==> config.mk <==
export PLATFORM = sky130hd
export DESIGN_NAME = slice_decode_sequencer_flat
export DESIGN_NICKNAME = d
export VERILOG_FILES = /design/src/rtl/slice_decode_sequencer_pkg.sv /design/src/rtl/slice_decode_sequencer_if.sv /design/src/rtl/slice_decode_sequencer_watchdog.sv /design/src/rtl/slice_decode_sequencer.sv /design/src/flat_wrapper.sv
export SDC_FILE = /design/constraint.sdc
export NUM_CORES = 1
export LEC_CHECK = 0
export CAP_MARGIN = 20
export CORE_ASPECT_RATIO = 0.75
export CORE_UTILIZATION = 60
export CTS_CLUSTER_DIAMETER = 100
export DETAILED_ROUTE_END_ITERATION = 10
export GPL_TIMING_DRIVEN = 0
export PLACE_DENSITY_LB_ADDON = 0.25
export SYNTH_ARGS = -nofsm -noshare
export SYNTH_HDL_FRONTEND = slang
export SYNTH_SLANG_ARGS = --single-unit
==> constraint.sdc <==
create_clock -name clock -period 11.77 [get_ports clock]
set_input_delay 2.354 -clock clock [delete_from_list [all_inputs] [get_ports clock]]
set_output_delay 2.354 -clock clock [all_outputs]
set_load 0.005 [all_outputs]
==> src/rtl/slice_decode_sequencer_pkg.sv <==
// Shared sequencer types and constants for the slice decode/encode path.
// State encoding, default timing and AC coefficient limit helper.
package slice_decode_sequencer_pkg;

    typedef enum logic [2:0] {
        ST_IDLE  = 3'd0,
        ST_DC    = 3'd1,
        ST_AC    = 3'd2,
        ST_DRAIN = 3'd3,
        ST_DONE  = 3'd4
    } seq_state_e;

    localparam int DEF_IDCT_TIME      = 12;
    localparam int DEF_AC_COEFS       = 63;
    localparam int DEF_TIMEOUT_CYCLES = 1024;

    // Product wraps silently at 32 bits; callers never see overflow.
    function automatic logic [31:0] ac_limit(
        input logic [31:0] coefs,
        input logic [31:0] blocks
    );
        return coefs * blocks;
    endfunction

endpackage

==> src/rtl/slice_decode_sequencer_if.sv <==
// Slice control and VLD handshake bundle for the decode sequencer.
// master drives slice requests and VLD strobes; slave is the sequencer.
interface slice_decode_sequencer_if;

    logic        slice_start;
    logic [31:0] block_num;
    logic        dc_vld_valid;
    logic        ac_vld_valid;
    logic [5:0]  ac_vld_run;
    logic        slice_busy;
    logic        dc_vld_enable;
    logic [31:0] dc_vld_counter;
    logic        ac_vld_enable;
    logic [31:0] ac_vld_counter;
    logic        idct_start;
    logic        slice_done;
    logic        slice_error;

    modport master (
        output slice_start, block_num,
        output dc_vld_valid, ac_vld_valid, ac_vld_run,
        input  slice_busy, dc_vld_enable, dc_vld_counter,
        input  ac_vld_enable, ac_vld_counter,
        input  idct_start, slice_done, slice_error
    );

    modport slave (
        input  slice_start, block_num,
        input  dc_vld_valid, ac_vld_valid, ac_vld_run,
        output slice_busy, dc_vld_enable, dc_vld_counter,
        output ac_vld_enable, ac_vld_counter,
        output idct_start, slice_done, slice_error
    );

endinterface

==> src/rtl/slice_decode_sequencer_watchdog.sv <==
// Watchdog (module slice_seq_watchdog) for DC/AC stalls.
// fire is combinational so the FSM can leave on the expiring cycle.
module slice_seq_watchdog #(
    parameter int TIMEOUT_CYCLES = 1024
) (
    input  logic clock,
    input  logic reset_n,
    input  logic active,
    input  logic valid,
    output logic fire
);

    logic [15:0] cnt_q;
    logic [15:0] cnt_d;

    // Count idle waiting cycles; any valid or leaving DC/AC restarts it.
    // DC->AC only happens on a valid, so state changes clear it too.
    always_comb begin
        fire  = 1'b0;
        cnt_d = 16'd0;
        if (active && !valid) begin
            if ((cnt_q + 16'd1) >= 16'(TIMEOUT_CYCLES)) begin
                fire = 1'b1;
            end else begin
                cnt_d = cnt_q + 16'd1;
            end
        end
    end

    // Watchdog counter register.
    always_ff @(posedge clock or negedge reset_n) begin
        if (!reset_n) begin
            cnt_q <= 16'd0;
        end else begin
            cnt_q <= cnt_d;
        end
    end

endmodule

==> src/rtl/slice_decode_sequencer.sv <==
// Slice decode sequencer: DC -> AC -> IDCT drain -> done per slice.
// Optional stall watchdog enabled by defining SLICE_SEQ_TIMEOUT_EN.
module slice_decode_sequencer
    import slice_decode_sequencer_pkg::*;
#(
    parameter int IDCT_TIME      = DEF_IDCT_TIME,
    parameter int AC_COEFS       = DEF_AC_COEFS,
    parameter int TIMEOUT_CYCLES = DEF_TIMEOUT_CYCLES
) (
    input logic                  clock,
    input logic                  reset_n,
    slice_decode_sequencer_if.slave bus
);

    seq_state_e  state_q, state_d;
    logic [31:0] blocks_q, blocks_d;
    logic [31:0] limit_q, limit_d;
    logic [31:0] dc_cnt_q, dc_cnt_d;
    logic [31:0] ac_cnt_q, ac_cnt_d;
    logic [15:0] drain_cnt_q, drain_cnt_d;
    logic        busy_q, busy_d;
    logic        dc_en_q, dc_en_d;
    logic        ac_en_q, ac_en_d;
    logic        idct_q, idct_d;
    logic        done_q, done_d;
    logic        err_q, err_d;
    logic [31:0] ac_sum;
    logic        wd_fire;

`ifdef SLICE_SEQ_TIMEOUT_EN
    logic wd_active;
    logic wd_valid;

    // Watchdog watches the valid belonging to the current wait state.
    always_comb begin
        wd_active = (state_q == ST_DC) || (state_q == ST_AC);
        wd_valid  = (state_q == ST_DC) ? bus.dc_vld_valid
                                       : bus.ac_vld_valid;
    end

    slice_seq_watchdog #(
        .TIMEOUT_CYCLES(TIMEOUT_CYCLES)
    ) u_watchdog (
        .clock  (clock),
        .reset_n(reset_n),
        .active (wd_active),
        .valid  (wd_valid),
        .fire   (wd_fire)
    );
`else
    logic unused_timeout;
    assign wd_fire        = 1'b0;
    assign unused_timeout = ^16'(TIMEOUT_CYCLES);
`endif

    assign ac_sum = ac_cnt_q + 32'(bus.ac_vld_run) + 32'd1;

    // Next-state, counters and registered output decode.
    always_comb begin
        state_d     = state_q;
        blocks_d    = blocks_q;
        limit_d     = limit_q;
        dc_cnt_d    = dc_cnt_q;
        ac_cnt_d    = ac_cnt_q;
        drain_cnt_d = drain_cnt_q;
        err_d       = err_q;
        unique case (state_q)
            ST_IDLE: begin
                if (bus.slice_start) begin
                    blocks_d = bus.block_num;
                    limit_d  = ac_limit(32'(AC_COEFS), bus.block_num);
                    dc_cnt_d = 32'd0;
                    ac_cnt_d = 32'd0;
                    err_d    = 1'b0;
                    state_d  = (bus.block_num != 32'd0) ? ST_DC : ST_DONE;
                end
            end
            ST_DC: begin
                if (wd_fire) begin
                    err_d   = 1'b1;
                    state_d = ST_DONE;
                end else if (bus.dc_vld_valid) begin
                    dc_cnt_d = dc_cnt_q + 32'd1;
                    if (dc_cnt_q == blocks_q - 32'd1) begin
                        state_d = ST_AC;
                    end
                end
            end
            ST_AC: begin
                if (wd_fire) begin
                    err_d   = 1'b1;
                    state_d = ST_DONE;
                end else if (bus.ac_vld_valid) begin
                    if (ac_sum < limit_q) begin
                        ac_cnt_d = ac_sum;
                    end else if (ac_sum == limit_q) begin
                        ac_cnt_d    = ac_sum;
                        drain_cnt_d = 16'd0;
                        state_d     = ST_DRAIN;
                    end else begin
                        ac_cnt_d = limit_q;
                        err_d    = 1'b1;
                        state_d  = ST_DONE;
                    end
                end
            end
            ST_DRAIN: begin
                if (drain_cnt_q == 16'(IDCT_TIME - 1)) begin
                    state_d = ST_DONE;
                end else begin
                    drain_cnt_d = drain_cnt_q + 16'd1;
                end
            end
            ST_DONE: begin
                state_d = ST_IDLE;
            end
            default: begin
                state_d = ST_IDLE;
            end
        endcase
        busy_d  = (state_d != ST_IDLE);
        dc_en_d = (state_d == ST_DC);
        ac_en_d = (state_d == ST_AC);
        idct_d  = (state_d == ST_DRAIN) && (state_q != ST_DRAIN);
        done_d  = (state_d == ST_DONE);
    end

    // FSM state, datapath and output registers.
    always_ff @(posedge clock or negedge reset_n) begin
        if (!reset_n) begin
            state_q     <= ST_IDLE;
            blocks_q    <= 32'd0;
            limit_q     <= 32'd0;
            dc_cnt_q    <= 32'd0;
            ac_cnt_q    <= 32'd0;
            drain_cnt_q <= 16'd0;
            busy_q      <= 1'b0;
            dc_en_q     <= 1'b0;
            ac_en_q     <= 1'b0;
            idct_q      <= 1'b0;
            done_q      <= 1'b0;
            err_q       <= 1'b0;
        end else begin
            state_q     <= state_d;
            blocks_q    <= blocks_d;
            limit_q     <= limit_d;
            dc_cnt_q    <= dc_cnt_d;
            ac_cnt_q    <= ac_cnt_d;
            drain_cnt_q <= drain_cnt_d;
            busy_q      <= busy_d;
            dc_en_q     <= dc_en_d;
            ac_en_q     <= ac_en_d;
            idct_q      <= idct_d;
            done_q      <= done_d;
            err_q       <= err_d;
        end
    end

    assign bus.slice_busy     = busy_q;
    assign bus.dc_vld_enable  = dc_en_q;
    assign bus.dc_vld_counter = dc_cnt_q;
    assign bus.ac_vld_enable  = ac_en_q;
    assign bus.ac_vld_counter = ac_cnt_q;
    assign bus.idct_start     = idct_q;
    assign bus.slice_done     = done_q;
    assign bus.slice_error    = err_q;

endmodule

==> src/flat_wrapper.sv <==
// flat-port wrapper written by rule: the top's interface ports become plain ports
module slice_decode_sequencer_flat import slice_decode_sequencer_pkg::*;
#(
    parameter int IDCT_TIME      = DEF_IDCT_TIME,
    parameter int AC_COEFS       = DEF_AC_COEFS,
    parameter int TIMEOUT_CYCLES = DEF_TIMEOUT_CYCLES
)
  (clock, reset_n, bus_slice_start, bus_block_num, bus_dc_vld_valid, bus_ac_vld_valid, bus_ac_vld_run, bus_slice_busy, bus_dc_vld_enable, bus_dc_vld_counter, bus_ac_vld_enable, bus_ac_vld_counter, bus_idct_start, bus_slice_done, bus_slice_error);
  slice_decode_sequencer_if bus_i ();
  input logic clock;
  input logic reset_n;
  input wire logic [$bits(bus_i.slice_start)-1:0] bus_slice_start;
  input wire logic [$bits(bus_i.block_num)-1:0] bus_block_num;
  input wire logic [$bits(bus_i.dc_vld_valid)-1:0] bus_dc_vld_valid;
  input wire logic [$bits(bus_i.ac_vld_valid)-1:0] bus_ac_vld_valid;
  input wire logic [$bits(bus_i.ac_vld_run)-1:0] bus_ac_vld_run;
  output wire logic [$bits(bus_i.slice_busy)-1:0] bus_slice_busy;
  output wire logic [$bits(bus_i.dc_vld_enable)-1:0] bus_dc_vld_enable;
  output wire logic [$bits(bus_i.dc_vld_counter)-1:0] bus_dc_vld_counter;
  output wire logic [$bits(bus_i.ac_vld_enable)-1:0] bus_ac_vld_enable;
  output wire logic [$bits(bus_i.ac_vld_counter)-1:0] bus_ac_vld_counter;
  output wire logic [$bits(bus_i.idct_start)-1:0] bus_idct_start;
  output wire logic [$bits(bus_i.slice_done)-1:0] bus_slice_done;
  output wire logic [$bits(bus_i.slice_error)-1:0] bus_slice_error;
  assign bus_i.slice_start = bus_slice_start;
  assign bus_i.block_num = bus_block_num;
  assign bus_i.dc_vld_valid = bus_dc_vld_valid;
  assign bus_i.ac_vld_valid = bus_ac_vld_valid;
  assign bus_i.ac_vld_run = bus_ac_vld_run;
  assign bus_slice_busy = bus_i.slice_busy;
  assign bus_dc_vld_enable = bus_i.dc_vld_enable;
  assign bus_dc_vld_counter = bus_i.dc_vld_counter;
  assign bus_ac_vld_enable = bus_i.ac_vld_enable;
  assign bus_ac_vld_counter = bus_i.ac_vld_counter;
  assign bus_idct_start = bus_i.idct_start;
  assign bus_slice_done = bus_i.slice_done;
  assign bus_slice_error = bus_i.slice_error;
  slice_decode_sequencer #(.IDCT_TIME(IDCT_TIME), .AC_COEFS(AC_COEFS), .TIMEOUT_CYCLES(TIMEOUT_CYCLES)) u_core (.clock(clock), .reset_n(reset_n), .bus(bus_i));
endmodule
==> qor.txt <==
RUN STATUS
----------------------------------------------------------------------------------------------------
Outcome ............................................................................... complete, no violations

SETUP PATH
----------------------------------------------------------------------------------------------------
Family with the most delay on the worst path .......................................... simple AND/OR/NAND/NOR gates
Depth of the critical timing path with buffers and inverters included .................           21
Stage delay of the slowest cell on the critical path ..................................      0.70 ns
Start-to-end type of the worst setup path .............................................       in2reg
Critical-path cell list ............................................................... clkdlybuf4s50_1 > inv_1 > ha_1 > fa_1 > nor2b_1 > o21a_1 > o21ai_0 > a21oi_1 > nand2_1 > nor4_1 > xor2_1 > ha_1 > nand4_1 > nand2b_1 > nor3_1 > o311a_1 > nor3_1 > nor2_1 > clkbuf_1 > mux2i_1 > o21ai_0
Critical path startpoint category .....................................................   input port
Cell with the biggest individual delay on the critical path ........................... sky130_fd_sc_hd__nor2_1
Crit path max fanout ..................................................................           10
Beginning of the critical path ........................................................ bus_ac_vld_run[0]
Worst Path Required ...................................................................     12.06 ns
Reg2Reg Launch Point .................................................................. u_core.bus.ac_vld_counter[0]$_DFFE_PN0P_
CP Capture Type .......................................................................         flop
Data arrival time of the worst path ...................................................      9.21 ns
Reg2reg path depth ....................................................................           20
Register-to-Register Setup Slack ......................................................      4.83 ns
Buffers and inverters on the worst path ...............................................            3

TIMING
----------------------------------------------------------------------------------------------------
Final number of hold-violating endpoints ..............................................            0
Final sum of negative setup slack .....................................................         0 ns
Tightest slew margin relative to the limit ............................................        29.3%
Share of the clock period used by the worst path after layout .........................        75.8%
Max-slew violations ...................................................................            0
Slew at the pin closest to its max-slew limit .........................................      1.05 ns
Worst clock skew ......................................................................   0.00955 ns
Final setup viols .....................................................................            0
Period minus WS final .................................................................      8.92 ns
Setup repair after global routing missed its margin ...................................        false
Worst Hold Slack ......................................................................     0.482 ns
Max frequency .........................................................................      112 MHz

FINISH
----------------------------------------------------------------------------------------------------
Signed area change from the synthesized netlist to the final layout ...................        16.7%
Share of cells above drive strength 1 .................................................        2.59%
Commonest non-fill, non-tap cells in the layout ....................................... sky130_fd_sc_hd__dfrtp_1, sky130_fd_sc_hd__nand2_1, sky130_fd_sc_hd__inv_1
Most common cell after layout, fill and taps aside .................................... sky130_fd_sc_hd__dfrtp_1
Diodes inserted .......................................................................            0
Total number of nets in the final design ..............................................         1788

FLOORPLAN
----------------------------------------------------------------------------------------------------
Standard cell core area ...............................................................    20600 µm²
Height of the die .....................................................................       128 µm
Width of the die ......................................................................       171 µm
Effective utilization at floorplan ....................................................        62.2%
Number of placement rows ..............................................................           45
Die footprint .........................................................................    21900 µm²
Ports .................................................................................          113

CTS
----------------------------------------------------------------------------------------------------
# H-tree levels .......................................................................            4
Clock Tree Buf Depth ..................................................................            2
Count of cells resized by post-cts repair .............................................            0
Sinks on Clock Net ....................................................................          152
Clock insertion delay at the later pin of the skew report .............................      0.44 ns
Buffer type at the clock tree root .................................................... sky130_fd_sc_hd__clkbuf_16
Clock-pin slew reported for the worst setup and hold paths after clock tree synthesis .      0.06 ns
Setup Buffers After CTS ...............................................................            0
Hold buffer count at CTS ..............................................................            0
Clock tree from TritonCTS .............................................................        built
Clock buffer count from CTS ...........................................................           17

POWER
----------------------------------------------------------------------------------------------------
Switching power share of the total ....................................................        44.2%
Fraction of power consumed by the clock network .......................................        20.1%
Cell-internal power ...................................................................      1.67 mW
Worst IR drop on VDD ..................................................................       141 µV
Cell Pwr Density ......................................................................   200 nW/µm²
Leakage dissipation ...................................................................      6.61 nW
Net load switching power ..............................................................      1.32 mW
Proportion of power drawn by flip-flops and latches ...................................        21.4%
Combinational Power Share .............................................................        58.4%

HOLD PATH
----------------------------------------------------------------------------------------------------
Cells on Worst Hold Path ..............................................................            2
Beginning of the worst hold path ...................................................... u_core.limit_q[17]$_DFFE_PN0P_
Hold WC Path Type .....................................................................      reg2reg

DRT
----------------------------------------------------------------------------------------------------
Length of the first detailed-routing pass in iterations ...............................            5
Antenna-violating nets left ...........................................................            0
Wire length after detailed routing ....................................................     33700 µm
Top routing layer used ................................................................         met4
Total length of routed met3 wires .....................................................      3150 µm
Routed metal-1 wire length ............................................................     14900 µm
Drt via density .......................................................................         6.02
Total DRC errors in the routed layout .................................................            0
Total met2 wirelength after detailed routing ..........................................     15200 µm
Vias ..................................................................................        11233
Wirelength per Cell ...................................................................      18.1 µm
Iter 0 DRT Violations .................................................................         1001

PLACE
----------------------------------------------------------------------------------------------------
HPWL Detailed .........................................................................     26000 µm
Placer congestion estimate ............................................................        0.936
Total of buffers placed on input and output ports .....................................          112

SYNTH
----------------------------------------------------------------------------------------------------
Sequential fraction of the synthesis area .............................................        29.7%
Synth Instances .......................................................................         1440
Number of storage elements in the synthesis netlist ...................................          152
Post-synthesis instance area ..........................................................    12800 µm²
Post-synthesis cell type with the largest combined area ............................... sky130_fd_sc_hd__dfrtp_1
Most instantiated flip-flop cell in the synthesis netlist ............................. sky130_fd_sc_hd__dfrtp_1
Biggest area contributors in the synthesized netlist .................................. sky130_fd_sc_hd__dfrtp_1, sky130_fd_sc_hd__fa_1, sky130_fd_sc_hd__ha_1
Mean Syn Cell Area ....................................................................     8.88 µm²
Post-synthesis net count ..............................................................         1656
Netlist cell types ....................................................................           66
Number of synthesized flops with an enable pin ........................................            0
Total number of yosys warnings ........................................................            0
Fraction of synthesized cell area taken by the top area cell type .....................        29.7%
Share of synthesized registers carrying an async set or reset .........................         100%

GLOBAL ROUTING
----------------------------------------------------------------------------------------------------
Total track usage .....................................................................        32.4%
Total congestion overflow .............................................................            0
Number of global-route vias before repair .............................................        10780
First-pass GRT wire length ............................................................     54900 µm
Number of antenna violations at the first check in global routing .....................            0
Largest net degree at the start of global routing .....................................           96

RUN
----------------------------------------------------------------------------------------------------
Maximum Capacitance Violations ........................................................            0

## Yosys cell counts, drive strengths merged (3+ instances only)
library cell	number
nor2	113
o211ai	16
or2	3
fa	84
and4	9
nand4b	3
o31ai	8
nor3b	6
or4	3
nor4	13
a31oi	4
nor4bb	3
and3	21
or3	14
nor3	35
mux2i	12
nand4	37
a21boi	7
nor2b	8
dfrtp	152
a21oi	54
o21bai	3
o22ai	6
o21a	5
o21ai	118
nand3	72
a211oi	7
xor2	64
o311ai	4
nand2	140
inv	130
ha	89
a21o	15
buf	5
clkbuf	51
xnor2	76
a2111oi	4
nor4b	3
nand2b	12
and2	3
## final cells by class
class | count | area (µm²)
multi-input combinational | 1102 | 8280
fill | 1551 | 5630
sequential | 152 | 3800
timing repair buffer | 113 | 1150
inverter | 130 | 488
clock buffer | 24 | 462
tap | 282 | 353
buffer | 56 | 214
clock inverter | 8 | 169
## path summary, 6_finish.rpt
check,to
min in group asynchronous,u_core.bus.ac_vld_counter[4]$_DFFE_PN0P_
max reg2reg,u_core.bus.ac_vld_counter[3]$_DFFE_PN0P_
max,u_core.bus.ac_vld_counter[3]$_DFFE_PN0P_
min,u_core.limit_q[17]$_DFFE_PN0P_
max in group asynchronous,u_core.bus.dc_vld_counter[25]$_DFFE_PN0P_
min reg2reg,u_core.limit_q[17]$_DFFE_PN0P_
## stage by stage
step	instances	area (µm²)	power (mW)	setup slack, ns	utilization (%)
finish	1867	14900	2.99	2.85	72.6
global route	1867	14900	3.22	2.63	72.6
CTS	1867	14900	2.97	3.09	72.6
detailed placement	1835	14300	2.34	2.74	69.5
global placement	1834	14300	2.30	2.20	69.4
floorplan	1440	12800	1.86	5.25	-
## logic make-up (layout without fill, tap and decap cells)
| family | Yosys count | after routing | synth area share, % |
|---|---|---|---|
| multiplexers | 14 | 14 | 1.12 |
| XOR/XNOR | 140 | 140 | 9.59 |
| flip-flops | 152 | 152 | 29.7 |
| buffers and inverters | 186 | 331 | 5.49 |
| AND/OR/NAND/NOR | 505 | 505 | 19.5 |
| adder cells (fa/ha/maj) | 173 | 173 | 21.9 |
| AO/OA/AOI/OAI | 270 | 270 | 12.7 |
## power groups by stage
stage | Clock (mW) | Sequential (mW) | Combinational [mW]
CTS | 0.608 | 0.639 | 1.72
floorplan | 0 | 0.638 | 1.22
global placement | 0 | 0.646 | 1.66
finish | 0.602 | 0.641 | 1.75
detailed placement | 0 | 0.647 | 1.69
global route | 0.631 | 0.648 | 1.94
## sequential cells by signal (all words and copies together), names as in the netlist
register / flops
u_core.drain_cnt_q: 16
u_core.bus.idct_start: 1
u_core.bus.slice_busy: 1
u_core.bus.ac_vld_counter: 32
u_core.bus.dc_vld_enable: 1
u_core.state_q: 3
u_core.bus.dc_vld_counter: 32
u_core.bus.slice_error: 1
u_core.limit_q: 32
u_core.blocks_q: 31
u_core.bus.slice_done: 1
u_core.bus.ac_vld_enable: 1
## routing by layer
metal / vias up / track usage [%]
met5: - / 0
li1: 5205 / -
met3: 38 / 8.83
met1: 5558 / 45.9
met4: 0 / 8.37
met2: 432 / 49.3
## tightest hold or removal path, cell delays in order (launching register included)
cell and delay [ns]:
sky130_fd_sc_hd__dfrtp_1 0.34, sky130_fd_sc_hd__nand2_1 0.05, sky130_fd_sc_hd__o21ai_0 0.06
Power figures use the tool's default switching activity.
